$ cat src/rtl/tsc_mon_pkg.sv
// Shared types and helpers for the TSC load-bus monitor.
// Contents: FSM state enum, default replica LFSR seed/taps, and the LFSR
// next-state function used by the replica counter.
package tsc_mon_pkg;

  localparam int unsigned CNT_W_DEF     = 20;
  localparam logic [19:0] LFSR_SEED_DEF = 20'h00001;
  localparam logic [19:0] LFSR_TAPS_DEF = 20'h90000;

  typedef enum logic [1:0] {
    ST_IDLE  = 2'd0,
    ST_TRACK = 2'd1,
    ST_ALARM = 2'd2
  } mon_state_e;

  // Fibonacci step on a 32-bit container: shift left, feedback into bit 0.
  // Callers truncate the result to their own counter width.
  function automatic logic [31:0] lfsr_next(input logic [31:0] cur,
                                            input logic [31:0] taps);
    return {cur[30:0], ^(cur & taps)};
  endfunction

endpackage

$ cat src/rtl/tsc_load_monitor_if.sv
// Observation bundle between the leakage bus and the load monitor.
// Inputs to the monitor: trig_obs, load, clr_alarm.
// Outputs from the monitor: decoded, decoded_valid, lane_incoherent,
// stable_cnt, alarm, state.
interface tsc_load_monitor_if #(
  parameter int unsigned SC_W = 8
);
  logic            trig_obs;
  logic [63:0]     load;
  logic            clr_alarm;
  logic [7:0]      decoded;
  logic            decoded_valid;
  logic [7:0]      lane_incoherent;
  logic [SC_W-1:0] stable_cnt;
  logic            alarm;
  logic [1:0]      state;

  modport master (
    output trig_obs, load, clr_alarm,
    input  decoded, decoded_valid, lane_incoherent, stable_cnt, alarm, state
  );

  modport slave (
    input  trig_obs, load, clr_alarm,
    output decoded, decoded_valid, lane_incoherent, stable_cnt, alarm, state
  );
endinterface

$ cat src/rtl/tsc_replica_lfsr.sv
// Replica of the payload's trigger-stepped LFSR counter plus a one-cycle
// delayed copy that lines up with the payload's registered load bus.
// Ports: clk, rst (sync, active-high), en (step enable),
//        cnt_d1 (counter value registered once).
module tsc_replica_lfsr
  import tsc_mon_pkg::*;
#(
  parameter int unsigned          CNT_W     = CNT_W_DEF,
  parameter logic [CNT_W-1:0]     LFSR_SEED = CNT_W'(LFSR_SEED_DEF),
  parameter logic [CNT_W-1:0]     LFSR_TAPS = CNT_W'(LFSR_TAPS_DEF)
) (
  input  logic             clk,
  input  logic             rst,
  input  logic             en,
  output logic [CNT_W-1:0] cnt_d1
);

  logic [CNT_W-1:0] lfsr;

  // Counter and its one-cycle-late copy.
  always_ff @(posedge clk) begin
    if (rst) begin
      lfsr   <= LFSR_SEED;
      cnt_d1 <= LFSR_SEED;
    end else begin
      if (en) begin
        lfsr <= CNT_W'(lfsr_next(32'(lfsr), 32'(LFSR_TAPS)));
      end
      cnt_d1 <= lfsr;
    end
  end

  // A zero state is a lock-up point; only reachable from an illegal zero seed.
  a_lfsr_nonzero: assert property (@(posedge clk) disable iff (rst) (lfsr != '0));

endmodule

$ cat src/rtl/tsc_load_monitor.sv
// Runtime detector for the TSC trojan load-bus leak. Unmasks each byte lane
// with a replica LFSR, checks lane coherence, and raises a sticky alarm when
// the same coherent value persists for THRESH cycles.
// Ports: clk, rst (sync, active-high), mon (slave side of
//        tsc_load_monitor_if: trig_obs/load/clr_alarm in, decode status out).
module tsc_load_monitor
  import tsc_mon_pkg::*;
#(
  parameter int unsigned      CNT_W     = CNT_W_DEF,
  parameter logic [CNT_W-1:0] LFSR_SEED = CNT_W'(LFSR_SEED_DEF),
  parameter logic [CNT_W-1:0] LFSR_TAPS = CNT_W'(LFSR_TAPS_DEF),
  parameter int unsigned      THRESH    = 16,
  parameter int unsigned      SC_W      = 8
) (
  input  logic                clk,
  input  logic                rst,
  tsc_load_monitor_if.slave   mon
);

  localparam int unsigned     LANES    = 8;
  localparam int unsigned     LANE_W   = 8;
  localparam logic [SC_W-1:0] SC_MAX   = '1;
  localparam logic [SC_W-1:0] THRESH_V = SC_W'(THRESH);

  logic [CNT_W-1:0] cnt_d1;
  mon_state_e       state_q, state_d;
  logic [7:0]       decoded_q, decoded_d;
  logic             valid_q, valid_d;
  logic [7:0]       incoh_q, incoh_c;
  logic [SC_W-1:0]  stable_q, stable_d;
  logic             alarm_q, alarm_d;
  logic [7:0]       prev_q, prev_d;
  logic [7:0]       raw_c;
  logic             unused_cnt_bits;

  // The payload steps its counter on every trigger edge; IDLE is only
  // re-entered via rst, so stepping on trig_obs alone keeps the replica aligned.
  tsc_replica_lfsr #(
    .CNT_W     (CNT_W),
    .LFSR_SEED (LFSR_SEED),
    .LFSR_TAPS (LFSR_TAPS)
  ) u_lfsr (
    .clk    (clk),
    .rst    (rst),
    .en     (mon.trig_obs),
    .cnt_d1 (cnt_d1)
  );

  assign unused_cnt_bits = ^cnt_d1[CNT_W-1:8];

  // Per-lane coherence and unmasked bit.
  always_comb begin
    incoh_c = '0;
    raw_c   = '0;
    for (int i = 0; i < LANES; i++) begin
      incoh_c[i] = (|mon.load[LANE_W*i +: LANE_W]) & ~(&mon.load[LANE_W*i +: LANE_W]);
      raw_c[i]   = mon.load[LANE_W*i] ^ cnt_d1[i];
    end
  end

  // Next-state and next-output logic.
  always_comb begin
    state_d   = state_q;
    decoded_d = decoded_q;
    valid_d   = 1'b0;
    stable_d  = stable_q;
    alarm_d   = alarm_q;
    prev_d    = prev_q;
    case (state_q)
      ST_IDLE: begin
        decoded_d = '0;
        stable_d  = '0;
        alarm_d   = 1'b0;
        if (mon.trig_obs) begin
          state_d = ST_TRACK;
        end
      end
      ST_TRACK, ST_ALARM: begin
        decoded_d = raw_c;
        if (incoh_c == '0) begin
          valid_d = 1'b1;
          prev_d  = raw_c;
          if (raw_c == prev_q) begin
            stable_d = (stable_q == SC_MAX) ? stable_q : stable_q + SC_W'(1);
          end else begin
            stable_d = SC_W'(1);
          end
        end else begin
          stable_d = '0;
        end
        if (state_q == ST_TRACK && stable_d == THRESH_V) begin
          alarm_d = 1'b1;
          state_d = ST_ALARM;
        end
        // Clear wins over an alarm raised on the same edge.
        if (mon.clr_alarm) begin
          alarm_d  = 1'b0;
          stable_d = '0;
          state_d  = ST_TRACK;
        end
      end
      default: begin
        state_d = ST_IDLE;
      end
    endcase
  end

  // State and output registers.
  always_ff @(posedge clk) begin
    if (rst) begin
      state_q   <= ST_IDLE;
      decoded_q <= '0;
      valid_q   <= 1'b0;
      incoh_q   <= '0;
      stable_q  <= '0;
      alarm_q   <= 1'b0;
      prev_q    <= '0;
    end else begin
      state_q   <= state_d;
      decoded_q <= decoded_d;
      valid_q   <= valid_d;
      incoh_q   <= incoh_c;
      stable_q  <= stable_d;
      alarm_q   <= alarm_d;
      prev_q    <= prev_d;
    end
  end

  assign mon.decoded         = decoded_q;
  assign mon.decoded_valid   = valid_q;
  assign mon.lane_incoherent = incoh_q;
  assign mon.stable_cnt      = stable_q;
  assign mon.alarm           = alarm_q;
  assign mon.state           = 2'(state_q);

endmodule
$ cat src/flat_wrapper.sv
// flat-port wrapper written by rule: the top's interface ports become plain ports
module tsc_load_monitor_flat import tsc_mon_pkg::*;
#(
  parameter int unsigned      CNT_W     = CNT_W_DEF,
  parameter logic [CNT_W-1:0] LFSR_SEED = CNT_W'(LFSR_SEED_DEF),
  parameter logic [CNT_W-1:0] LFSR_TAPS = CNT_W'(LFSR_TAPS_DEF),
  parameter int unsigned      THRESH    = 16,
  parameter int unsigned      SC_W      = 8
)
  (clk, rst, mon_trig_obs, mon_load, mon_clr_alarm, mon_decoded, mon_decoded_valid, mon_lane_incoherent, mon_stable_cnt, mon_alarm, mon_state);
  tsc_load_monitor_if #(.SC_W(SC_W)) mon_i ();
  input  logic clk;
  input  logic rst;
  input wire logic [$bits(mon_i.trig_obs)-1:0] mon_trig_obs;
  input wire logic [$bits(mon_i.load)-1:0] mon_load;
  input wire logic [$bits(mon_i.clr_alarm)-1:0] mon_clr_alarm;
  output wire logic [$bits(mon_i.decoded)-1:0] mon_decoded;
  output wire logic [$bits(mon_i.decoded_valid)-1:0] mon_decoded_valid;
  output wire logic [$bits(mon_i.lane_incoherent)-1:0] mon_lane_incoherent;
  output wire logic [$bits(mon_i.stable_cnt)-1:0] mon_stable_cnt;
  output wire logic [$bits(mon_i.alarm)-1:0] mon_alarm;
  output wire logic [$bits(mon_i.state)-1:0] mon_state;
  assign mon_i.trig_obs = mon_trig_obs;
  assign mon_i.load = mon_load;
  assign mon_i.clr_alarm = mon_clr_alarm;
  assign mon_decoded = mon_i.decoded;
  assign mon_decoded_valid = mon_i.decoded_valid;
  assign mon_lane_incoherent = mon_i.lane_incoherent;
  assign mon_stable_cnt = mon_i.stable_cnt;
  assign mon_alarm = mon_i.alarm;
  assign mon_state = mon_i.state;
  tsc_load_monitor #(.CNT_W(CNT_W), .LFSR_SEED(LFSR_SEED), .LFSR_TAPS(LFSR_TAPS), .THRESH(THRESH), .SC_W(SC_W)) u_core (.clk(clk), .rst(rst), .mon(mon_i));
endmodule
$ cat config.mk
export PLATFORM = sky130hd
export DESIGN_NAME = tsc_load_monitor_flat
export DESIGN_NICKNAME = d
export VERILOG_FILES = /design/src/rtl/tsc_mon_pkg.sv /design/src/rtl/tsc_load_monitor_if.sv /design/src/rtl/tsc_replica_lfsr.sv /design/src/rtl/tsc_load_monitor.sv /design/src/flat_wrapper.sv
export SDC_FILE = /design/constraint.sdc
export NUM_CORES = 1
export LEC_CHECK = 0
export BUFFER_PORTS_ARGS = -buffer_cell sky130_fd_sc_hd__buf_4
export CELL_PAD_IN_SITES_DETAIL_PLACEMENT = 0
export CELL_PAD_IN_SITES_GLOBAL_PLACEMENT = 1
export CORE_MARGIN = 10
export CORE_UTILIZATION = 40
export DETAILED_ROUTE_END_ITERATION = 10
export PLACE_DENSITY_LB_ADDON = 0.1
export SLEW_MARGIN = 20
export SYNTH_ARGS = -nofsm -noshare
export SYNTH_HDL_FRONTEND = slang
export SYNTH_HIERARCHICAL = 1
export SYNTH_SLANG_ARGS = --single-unit
$ cat constraint.sdc
create_clock -name clk -period 3.6 [get_ports clk]
set_input_delay 0.72 -clock clk [delete_from_list [all_inputs] [get_ports clk]]
set_output_delay 0.72 -clock clk [all_outputs]
set_load 0.03 [all_outputs]
# Yosys cells after proc, flatten, opt, wreduce, memory -nomap -nowiden
# Cells that the tools add are included.
[op_classes]
add_sub_neg = 1
reduce_logical = 26
bitwise_logic = 25
mux = 15
eq_ne = 7
[op_table]
columns = ["operator", "n"]
rows = [
  ["8-bit AND reduction", 8],
  ["8-bit OR reduction", 8],
  ["8-bit 2-to-1 mux", 5],
  ["8-bit case mux with 2 select lines", 2],
  ["32-bit XOR reduction", 1],
  ["1-bit NOT", 9],
  ["8-bit by 1-bit adder with 8-bit output (second input constant)", 1],
  ["1-bit AND", 8],
  ["8-bit by 5-bit == test with 1-bit output (second input constant)", 1],
  ["8-bit == test", 1],
  ["8-bit == test (second input constant)", 1],
  ["8-bit zero test", 1],
  ["1-bit bitwise XOR", 8],
  ["2-bit 2-to-1 mux", 3],
  ["2-bit AND reduction", 3],
  ["2-bit case mux with 2 select lines", 1],
  ["2-bit OR reduction", 2],
  ["1-bit 2-to-1 mux", 3],
  ["3-bit by 2-bit inequality test with 1-bit output (second input constant)", 1],
  ["2-bit by 1-bit == test with 1-bit output (second input constant)", 1],
  ["2-bit == test (second input constant)", 1],
  ["2-bit zero test", 1],
  ["2-bit inequality test (second input constant)", 1],
  ["1-bit case mux with 2 select lines", 1],
  ["2 further kinds", 2],
]
[totals]
word_cells = 83
inputBits = 68
output_inout_bits = 28
regBits = 64

# Depth between registers and ports, before layout
[depth]
depth_word = 11
ltp_mapped = 8
ltp_nobuf = 8

# Hierarchy
# Netlist, hierarchy kept.
[by_module_without_submodules]
columns = ["mod", "n_inst", "seq_area_each_um2", "cells_per_inst", "area_each_um2"]
rows = [
  ["tsc_load_monitor", 1, 720.7, 260, 2163.3],
  ["tsc_replica_lfsr", 1, 800.8, 109, 1278.7],
]

# Worst setup path after synthesis
# Ideal clock, no wire load.
[synth_path]
path_type = "reg-to-reg"
startpoint = "reg u_core.stable_q[3] (netlist: u_core/mon.stable_cnt[3])"
endpoint = "reg u_core.state_q[1] (netlist: u_core/mon.state[1])"
setup_time_ps = 86
slack_ps = 1503
required_time_ps = 3514
period_less_slack_ps = 2097
path_stages_with_launch = 8
arrival_time_ps = 2010
n_path_buf = 1
cell_sequence = "dfxtp_1 -> clkbuf_1 -> nand2_1 -> nor2_1 -> mux2_2 -> nor3_1 -> nand4_1 -> a221oi_2"
[synth_between]
elab_chain_cells = 9
elab_cells_between_ends = 10
classes_between = "add/sub (1); eq/ne (3); mux (4); reduce/logical (2)"
[synth_rtl]
columns = ["element", "line_no", "text"]
rows = [
  ["start: declaration", "tsc_load_monitor.sv:30", "logic [SC_W-1:0] stable_q, stable_d;"],
  ["start signal: assignment", "tsc_load_monitor.sv:123", "stable_q <= stable_d;"],
  ["8-bit by 1-bit adder with 8-bit output or 8-bit == test (tied branches)", "tsc_load_monitor.sv:84", "stable_d = (stable_q == SC_MAX) ? stable_q : stable_q + SC_W'(1);"],
  ["8-bit 2-to-1 mux *", "tsc_load_monitor.sv:84", ""],
  ["8-bit 2-to-1 mux *", "tsc_load_monitor.sv:83", "if (raw_c == prev_q) begin"],
  ["8-bit 2-to-1 mux *", "tsc_load_monitor.sv:80", "if (incoh_c == '0) begin"],
  ["8-bit 2-to-1 mux *", "tsc_load_monitor.sv:69", "case (state_q)"],
  ["8-bit by 5-bit == test with 1-bit output *", "tsc_load_monitor.sv:91", "if (state_q == ST_TRACK && stable_d == THRESH_V) begin"],
  ["1-bit logical AND *", "tsc_load_monitor.sv:91", ""],
  ["3-bit by 2-bit inequality test with 1-bit output (no source line) *", "--", ""],
  ["2-bit AND reduction (no source line) *", "--", ""],
  ["end signal: assignment", "tsc_load_monitor.sv:119", "state_q <= state_d;"],
  ["end: declaration", "tsc_load_monitor.sv:26", "mon_state_e state_q, state_d;"],
]
# Every way passes the cells marked *; elsewhere a longest branch is shown, timed or not. The select of a mux whose other input is x is not followed.
# A chain may end at the register's enable or synchronous reset.

# Final worst setup path
[layout_path]
startpoint = "in mon_load[37]"
endpoint = "reg u_core.stable_q[2] (netlist: u_core/mon.stable_cnt[2])"
[layout_between]
elab_chain_cells = 8
elab_cells_between_ends = 9
classes_between = "mux (4); bitwise (2); reduce/logical (3)"
[layout_rtl]
columns = ["element", "line_no", "text"]
rows = [
  ["start: declaration", "flat_wrapper.sv:15", "input wire logic [$bits(mon_i.load)-1:0] mon_load;"],
  ["8-bit AND reduction", "tsc_load_monitor.sv:56", "incoh_c[i] = (|mon.load[LANE_W*i +: LANE_W]) & ~(&mon.load[LANE_W*i +: LANE_W]);"],
  ["1-bit NOT", "tsc_load_monitor.sv:56", ""],
  ["1-bit AND *", "tsc_load_monitor.sv:56", ""],
  ["8-bit zero test *", "tsc_load_monitor.sv:80", ""],
  ["8-bit 2-to-1 mux *", "tsc_load_monitor.sv:80", ""],
  ["8-bit 2-to-1 mux *", "tsc_load_monitor.sv:69", ""],
  ["8-bit 2-to-1 mux *", "tsc_load_monitor.sv:96", "if (mon.clr_alarm) begin"],
  ["8-bit case mux with 2 select lines *", "tsc_load_monitor.sv:69", ""],
]
# Marks and branches as above.

==> run summary <==
row cnt: 32
Final Cell Area: 4080 um2
Layout Utilization: 53.35%
global placer's final weighted congestion: 0.8113
R2R Path Start: u_core/mon.state[0]
PD cells: 400.6 nW/um2
Worst Skew: 0.008055 ns
die width: 108.4 um
nets: 506
Post-Synthesis Cell Area: 3127 um2
IO Count: 96
CORE AREA: 7647 um2
period utilisation layout: 68.43%
GR Util All Layers: 13.84%
Slew HR: 43.25%
FMAX: 0.4059 GHz
final hold vios: 0
fillers: 715
first-pass detailed-route iteration total: 4
Multi-input gate area: 1704 um2
Post-Syn Nets: 417
Post-Syn Instances: 345
post-CTS setup buffer count: 0
sequential cell area: 1281 um2
peak supply drop: 285.0 uV
final max-slew violation count: 0
final std cells w/o fill: 540
root cell of the clock tree: clkbuf_8
largest fanout on the critical path: 16
CP arrival: 2.71 ns
Max Root-Sink Buffers: 2
worst min path class: register to register
CP Capture Type: register
Area Overhead vs Synth: 30.49%
reg-to-reg endpoint: u_core/mon.stable_cnt[2]
largest net degree at the start of global routing: 39
vias: 2,830
htree depth: 3
Ant. Diodes: 0
CP Buf/Inv Count: 1
worst reg2reg setup slack: 1.19 ns
R2R depth: 6
final wirelength: 8.452 mm
Die ar.: 11,750 um2
CTS sink cnt: 64
crit path launch: mon_load[37]
PortBufs: 95
DRC: 0
cts repair resizes: 0
critical path class: primary input to register
syn avg cell area: 9.063 um2
post-route setup TNS: 0 ns
DP Area: 3860 um2
HPWL Detailed: 6.433 mm
worst-margin pin slew: 0.8512 ns
antenna violations before repair: 0
CTS Buf Count: 9
fin crit period: 2.464 ns
Skew-Pair Late Insertion Delay: 0.33 ns
CTS tree: done
Max stage delay on crit path: 0.66 ns
cell total after placement: 525
routed len/inst: 15.65 um
first-pass GRT wire length: 13.20 mm
share of cells above drive strength 1: 28.54%
Crit path required time: 3.85 ns
RSZ-0062 raised after global routing: false
cells along the critical path: buf_4 > nor4_1 > nand2_1 > a22oi_1 > and4_1 > a31oi_2 > nor4_2
Synth Warn #: 6
Via density: 5.241
instance count on the critical path: 7
Die H: 108.4 um
DRT iter0 DRCs: 86
post-route ant nets: 0
CP top delay family: simple AND/OR/NAND/NOR gates
Final Power: 1.634 mW
P_leak: 1.671 nW
Worst-path clk slew: 0.07 ns
status: finished clean
initial core utilization: 40.89%
vias in the first global route: 2,691
grt ovf: 0
cts hold-fix bufs: 0
CP max stage cell: and4_1
Setup crit end: u_core/mon.stable_cnt[2]
Setup crit start kind: primary input
Final setup viols: 0
max_cap viols: 0
registers in the layout (all words and copies together), names as in the netlist:
signal	cells
u_core/mon.alarm	1
u_core/mon.decoded	8
u_core/mon.decoded_valid	1
u_core/mon.lane_incoherent	8
u_core/mon.stable_cnt	8
u_core/mon.state	2
u_core/prev_q	8
u_core/u_lfsr/cnt_d1	8
u_core/u_lfsr/lfsr	20
tightest hold or removal path, stage by stage, from the launching register on:
cell     delay (ns)
dfxtp_1        0.31
nand2_1        0.05
a21oi_1        0.05
cell usage in the layout (no fill, tap or decap), types with 2 or more instances in the layout:
| cell | instances |
|---|---|
| inv_1 | 5 |
| nor4b_1 | 5 |
| a31oi_1 | 3 |
| nand2b_1 | 4 |
| nand3_1 | 9 |
| mux2i_1 | 19 |
| nor2b_1 | 7 |
| or2_2 | 6 |
| a22oi_1 | 11 |
| dfxtp_1 | 64 |
| and4_1 | 2 |
| bufinv_16 | 2 |
| nand2_1 | 25 |
| or2_1 | 4 |
| buf_4 | 97 |
| ha_1 | 4 |
| xor2_1 | 10 |
| clkbuf_8 | 11 |
| nor3_1 | 25 |
| nor4_1 | 16 |
| a41oi_1 | 5 |
| o21ai_0 | 3 |
| nor2_1 | 43 |
| nand4_1 | 22 |
| xnor3_1 | 6 |
| a21oi_1 | 14 |
routing by layer:
| metal | part of all wire, % | GRT usage [%] |
|---|---|---|
| met5 | 0 | 0 |
| met3 | 6.9 | 4.343 |
| met4 | 1.1 | 5.556 |
| met1 | 45 | 17.45 |
| met2 | 47 | 21.51 |
through the flow:
stage	hold WS [ns]	setup slack [ns]
2_1_floorplan	0.4592	1.503
3_3_place_gp	0.4469	0.8288
3_5_place_dp	0.4536	0.8150
4_1_cts	0.4624	1.159
5_1_grt	0.4953	0.8790
6_report	0.4602	1.137
worst min-delay path by stage:
stage / startpoint / endpoint / cells after the start
CTS: u_core/mon.alarm / u_core/mon.alarm / 2
global route: u_core/u_lfsr/lfsr[6] / u_core/u_lfsr/cnt_d1[6] / 1
global placement: u_core/mon.alarm / u_core/mon.alarm / 2
detailed placement: u_core/mon.alarm / u_core/mon.alarm / 2
floorplan: u_core/u_lfsr/lfsr[1] / u_core/u_lfsr/cnt_d1[1] / 1
finish: u_core/mon.alarm / u_core/mon.alarm / 2
power breakdown:
group          internal, mW  leakage [nW]  switching [mW]
clock                 0.423         0.112           0.258
combinational        0.0972          1.04           0.121
sequential            0.725         0.520          0.0102
total                  1.25          1.67           0.389
layout make-up:
| cell class | count | area share (%) |
|---|---|---|
| Clock buffer | 12 | 3.803 |
| Multi-Input combinational cell | 257 | 41.77 |
| Sequential cell | 64 | 31.40 |
| Clock inverter | 3 | 1.595 |
| Tap cell | 102 | 3.128 |
| Timing Repair Buffer | 97 | 17.85 |
| Inverter | 5 | 0.4600 |
No activity file was read; power rests on OpenSTA's default activity.
